--- src/rtl/register_file_pkg.sv ---
// Shared constants and helpers for the register file.
//   clog2         : ceiling log2, usable in constant (parameter) context
//   DEFAULT_WIDTH : default bits per register
//   DEFAULT_DEPTH : default number of registers
package register_file_pkg;

  localparam int DEFAULT_WIDTH = 4;
  localparam int DEFAULT_DEPTH = 4;

  // Ceiling log2, with a floor of 1 so a 1-bit address always exists.
  function automatic int clog2(input int n);
    int r;
    r = 0;
    while ((1 << r) < n) r++;
    if (r < 1) r = 1;
    return r;
  endfunction

endpackage

--- src/rtl/register_file_reset_enable_dff.sv ---
// One storage register with a synchronous active-high reset and a load enable.
// Reset wins over enable.
//   clk    : clock, rising edge
//   reset  : synchronous active-high clear
//   enable : load D on the next rising edge
//   D      : data in
//   Q      : registered data out
module reset_enable_dff
  import register_file_pkg::*;
#(
  parameter int WIDTH = DEFAULT_WIDTH
) (
  input  logic             clk,
  input  logic             reset,
  input  logic             enable,
  input  logic [WIDTH-1:0] D,
  output logic [WIDTH-1:0] Q
);

  logic [WIDTH-1:0] q_d, q_q;

  always_comb begin
    q_d = q_q;
    if (enable) q_d = D;
  end

  always_ff @(posedge clk) begin
    if (reset) q_q <= '0;
    else       q_q <= q_d;
  end

  assign Q = q_q;

endmodule

--- src/rtl/register_file.sv ---
// Two-read, one-write register file with combinational reads.
//   clk, reset       : clock; synchronous active-high reset clears data and flags
//   we/waddr/wdata   : write port
//   raddr_a, rdata_a : read port A (combinational)
//   raddr_b, rdata_b : read port B (combinational)
//   written          : bit i set once register i has taken a write since reset
// Options: ZERO_REG hardwires register 0 to zero; BYPASS forwards a same-cycle
// write to matching read ports.
module register_file
  import register_file_pkg::*;
#(
  parameter  int WIDTH    = DEFAULT_WIDTH,
  parameter  int DEPTH    = DEFAULT_DEPTH,
  parameter  int ZERO_REG = 0,
  parameter  int BYPASS   = 1,
  localparam int ADDR_W   = clog2(DEPTH)
) (
  input  logic              clk,
  input  logic              reset,
  input  logic              we,
  input  logic [ADDR_W-1:0] waddr,
  input  logic [WIDTH-1:0]  wdata,
  input  logic [ADDR_W-1:0] raddr_a,
  input  logic [ADDR_W-1:0] raddr_b,
  output logic [WIDTH-1:0]  rdata_a,
  output logic [WIDTH-1:0]  rdata_b,
  output logic [DEPTH-1:0]  written
);

  logic [DEPTH-1:0]            reg_en;
  logic [DEPTH-1:0][WIDTH-1:0] regs;
  logic [DEPTH-1:0]            written_d, written_q;

  for (genvar i = 0; i < DEPTH; i++) begin : g_reg
    // A hardwired-zero register 0 never loads, so it also never flags written.
    localparam bit IS_ZERO = (ZERO_REG != 0) && (i == 0);
    assign reg_en[i] = !IS_ZERO && we && (waddr == ADDR_W'(i));

    reset_enable_dff #(.WIDTH(WIDTH)) u_reg (
      .clk    (clk),
      .reset  (reset),
      .enable (reg_en[i]),
      .D      (wdata),
      .Q      (regs[i])
    );
  end

  always_comb begin
    written_d = written_q | reg_en;
  end

  always_ff @(posedge clk) begin
    if (reset) written_q <= '0;
    else       written_q <= written_d;
  end

  assign written = written_q;

  // Zero-register masking is applied last so it also overrides the bypass.
  always_comb begin
    rdata_a = regs[raddr_a];
    if ((BYPASS != 0) && we && (raddr_a == waddr)) rdata_a = wdata;
    if ((ZERO_REG != 0) && (raddr_a == '0))        rdata_a = '0;
  end

  always_comb begin
    rdata_b = regs[raddr_b];
    if ((BYPASS != 0) && we && (raddr_b == waddr)) rdata_b = wdata;
    if ((ZERO_REG != 0) && (raddr_b == '0))        rdata_b = '0;
  end

endmodule

--- config.mk ---
export PLATFORM = sky130hd
export DESIGN_NAME = register_file
export DESIGN_NICKNAME = d
export VERILOG_FILES = /design/src/rtl/register_file_pkg.sv /design/src/rtl/register_file_reset_enable_dff.sv /design/src/rtl/register_file.sv
export SDC_FILE = /design/constraint.sdc
export NUM_CORES = 1
export LEC_CHECK = 0
export CORE_ASPECT_RATIO = 1.4
export CORE_MARGIN = 2
export CORE_UTILIZATION = 55
export CTS_BUF_LIST = sky130_fd_sc_hd__clkbuf_2
export CTS_CLUSTER_SIZE = 8
export DETAILED_ROUTE_END_ITERATION = 10
export GPL_ROUTABILITY_DRIVEN = 0
export PLACE_DENSITY = 0.85
export RECOVER_POWER = 100
export SLEW_MARGIN = 15
export SYNTH_ARGS = -nofsm -noshare
export SYNTH_HDL_FRONTEND = slang
export SYNTH_SLANG_ARGS = --single-unit
export TNS_END_PERCENT = 5
--- constraint.sdc ---
create_clock -name clk -period 1.9 [get_ports clk]
set_input_delay 0.38 -clock clk [delete_from_list [all_inputs] [get_ports clk]]
set_output_delay 0.38 -clock clk [all_outputs]
set_load 0.005 [all_outputs]
==> results.py <==
metrics = {
    "outcome": {
        "status": "finished with violations",
        "violations": "negative setup slack",
    },
    "logic_synthesis": {
        "syn-cell-area_mm2": 0.00106,
        "synth_nets": 104,
        "ys_types": 14,
        "seq_area_frac_synth": 0.377,
        "synth_area_leaders": "dfxtp_1 38%, mux4_1 20%, mux2i_1 15%, mux2_2 8.5%, nor2_1 6.4%",
        "yosys_register_bits": 20,
        "yosysWarnings": 0,
        "synth.most_common_cell": "dfxtp_1",
        "synth_edf_count": 0,
        "async_flop_share": 0,
        "synthTopCellsByCount": "20 x dfxtp_1, 18 x nor2_1, 16 x mux2i_1, 8 x mux2_2, 8 x mux4_1",
        "yosys.area.top_type": "dfxtp_1",
        "avgSynthCellArea_um2": 11.7,
        "synthFlopType": "dfxtp_1",
        "yosys.area.top_type_share": 0.377,
        "synthCells": 91,
    },
    "power": {
        "power.switching_uw": 226,
        "clock_power_share": 0.199,
        "combPwrFrac": 0.263,
        "pwr_density_cell_mw_per_mm2": 564,
        "p_int_uw": 608,
        "p_leak_uw": 0.000707,
        "netSwitchingFraction": 0.271,
        "pwr-share-seq": 0.538,
        "power_uw": 834,
        "ir_drop_mv": 0.398,
    },
    "clocking": {
        "root_buffer": "clkbuf_2",
        "numCtsBuffers": 3,
        "clock_path_buffers": 2,
        "cts_hold_buf": 0,
        "htree_levels": 1,
        "cts_tree": "done",
        "cts.sinks": 20,
        "insertion_delay_ns": 0.31,
        "clk_pin_slew_ns": 0.17,
    },
    "setup_path": {
        "crit_fanout": 2,
        "path_cells": "buf_6 -> mux4_2 -> mux2_4 -> buf_6",
        "path_class": "reg2out",
        "crit_path_end_kind": "output pin",
        "critPathSlowestCell": "mux4_2",
        "cp_num_buf_inv": 2,
        "crit_arrival_ns": 1.62,
        "critPathRequiredTime_ns": 1.52,
        "start_kind": "flip-flop",
        "cpPeakStageDelay_ns": 0.44,
        "cpMostUsedCell": "buf_6",
        "cp_top_family": "multiplexers",
    },
    "grt": {
        "grt.total_usage": 0.282,
        "antenna_found_initial": 0,
        "grt_first_pass_wirelength_mm": 4.22,
        "grt-ovfl-total": 0,
        "grt_start_max_net_pins": 21,
        "grt_pass1_vias": 918,
    },
    "route": {
        "routed_wl_mm": 2.90,
        "drtAntennaViolNets": 0,
        "drc_errors": 0,
        "vias_per_cell": 5.88,
        "vias": 899,
        "dr.pass1.iters": 5,
        "wl_per_cell_um": 19.0,
        "first_iter_violations": 23,
    },
    "cells_and_area": {
        "layout-drive-gt1-share": 0.489,
        "seq_area_um2": 412,
        "fillers": 110,
        "final_area_mm2": 0.00148,
        "antenna_cells": 0,
        "multi_input_area_um2": 656,
        "nets": 148,
        "area_growth_pct": 39.4,
    },
    "sta": {
        "whs_ns": 0.457,
        "final_max_slew_viol_count": 0,
        "relSlewSlack": 0.693,
        "rsz0062_at_grt": "true",
        "fin_ws_ns": -0.0993,
        "hold_viol_final": 0,
        "worst_pin_slew_ns": 0.461,
        "period_needed_ns": 2.00,
        "max_freq_mhz": 500,
        "clock-skew-final_ns": 0,
        "finalSetupViolCount": 5,
        "post-route-period-util": 1.05,
    },
    "flow_run": {
        "maxCapViolations": 0,
    },
    "floorplanning": {
        "initial_utilization": 0.589,
        "die_area_mm2": 0.00230,
        "core_mm2": 0.00180,
        "pin_count": 25,
        "die_y_um": 56.0,
        "die_width_um": 41.1,
        "placementRows": 18,
    },
    "hold_path": {
        "hp-class": "reg2reg",
    },
    "placed_design": {
        "io_buffers": 24,
        "dpl_cell_area_mm2": 0.00140,
        "hpwl_mm": 1.84,
    },
}
==> power groups by stage <==
stage | Sequential [uW] | Clock [uW] | Combinational, uW
floorplan | 452 | 0 | 88.0
global placement | 453 | 0 | 185
detailed placement | 455 | 0 | 189
CTS | 448 | 169 | 215
global route | 450 | 179 | 235
finish | 449 | 166 | 219
==> sequential cells by signal, indices dropped and copies added (netlist names) <==
name and count:
written 4, g.u_reg.Q 16
==> logic make-up (layout without fill, tap and decap cells) <==
| family | Yosys count | after routing | share of synthesized area |
|---|---|---|---|
| multiplexers | 32 | 32 | 0.434 |
| AND/OR/NAND/NOR | 24 | 24 | 0.104 |
| flip-flops | 20 | 20 | 0.377 |
| buffers and inverters | 8 | 50 | 0.0377 |
| XOR/XNOR | 4 | 4 | 0.0330 |
| AO/OA/AOI/OAI | 3 | 3 | 0.0141 |
==> cell type report <==
cell class              count  area share
clock buffers               3      0.0102
inverters                   3     0.00761
multi-input cells          63       0.443
well taps                  20      0.0169
repair buffers             44       0.244
flip-flops and latches     20       0.278
==> what timing repair did <==
| item | in CTS | in global routing |
|---|---|---|
| buffers inserted | 6 | 1 |
| endpoints found under the setup margin | 8 | 8 |
| resized for setup | 82 | 9 |
| pin swaps | 5 | 3 |
==> placed cells by master, fill, tap and decap left out <==
master / count
dlygate4sd3_1: 4
nor3b_1: 1
mux2i_1: 16
buf_6: 9
clkbuf_1: 3
a21oi_1: 3
mux4_2: 8
clkdlybuf4s50_1: 5
buf_4: 13
nand3_1: 1
dfxtp_1: 11
nand3_2: 1
nor2_1: 18
clkbuf_2: 7
buf_2: 4
nand3b_1: 2
mux2_2: 2
mux2_4: 6
clkdlybuf4s15_2: 1
inv_1: 3
dfxtp_2: 9
dlygate4sd2_1: 1
xnor2_2: 4
nand3_4: 1
==> routing by layer <==
layer  vias to the layer above  track usage  part of all wire
met5                         -            0                 0
met3                        10       0.0120             0.054
li1                        413            -                 -
met1                       438        0.307              0.36
met2                        38        0.498              0.56
met4                         0        0.143             0.032
==> worst reg2reg max path, delay by kind of cell (launching register included) <==
| kind | cells | cell delay, ns |
|---|---|---|
| buffers and inverters | 3 | 0.35 |
| and+or+nand+nor | 1 | 0.06 |
| muxes | 1 | 0.12 |
| DFF | 1 | 0.37 |
==> final timing paths <==
| kind | from | to | slack (ns) | depth (start not counted) |
|---|---|---|---|---|
| setup reg to reg | g_reg[1].u_reg.Q[3]$_SDFFE_PP0P_ | g_reg[1].u_reg.Q[3]$_SDFFE_PP0P_ | 0.92 | 5 |
| hold / removal | written[2]$_SDFF_PP0_ | written[2]$_SDFF_PP0_ | 0.46 | 2 |
| hold reg to reg | written[2]$_SDFF_PP0_ | written[2]$_SDFF_PP0_ | 0.46 | 2 |
| setup / recovery | g_reg[1].u_reg.Q[3]$_SDFFE_PP0P_ | rdata_b[3] | -0.1 | 4 |
==> per-stage QoR <==
stage / setup TNS, ns / util / instances / setup WS (ns)
floorplan: 0 / - / 91 / 0.359
global placement: -5.80 / 0.774 / 143 / -0.759
detailed placement: -5.99 / 0.774 / 143 / -0.792
CTS: -0.413 / 0.822 / 152 / -0.0919
global route: -0.434 / 0.821 / 153 / -0.120
finish: -0.176 / 0.821 / 153 / -0.0993
Power figures use the tool's default switching activity.
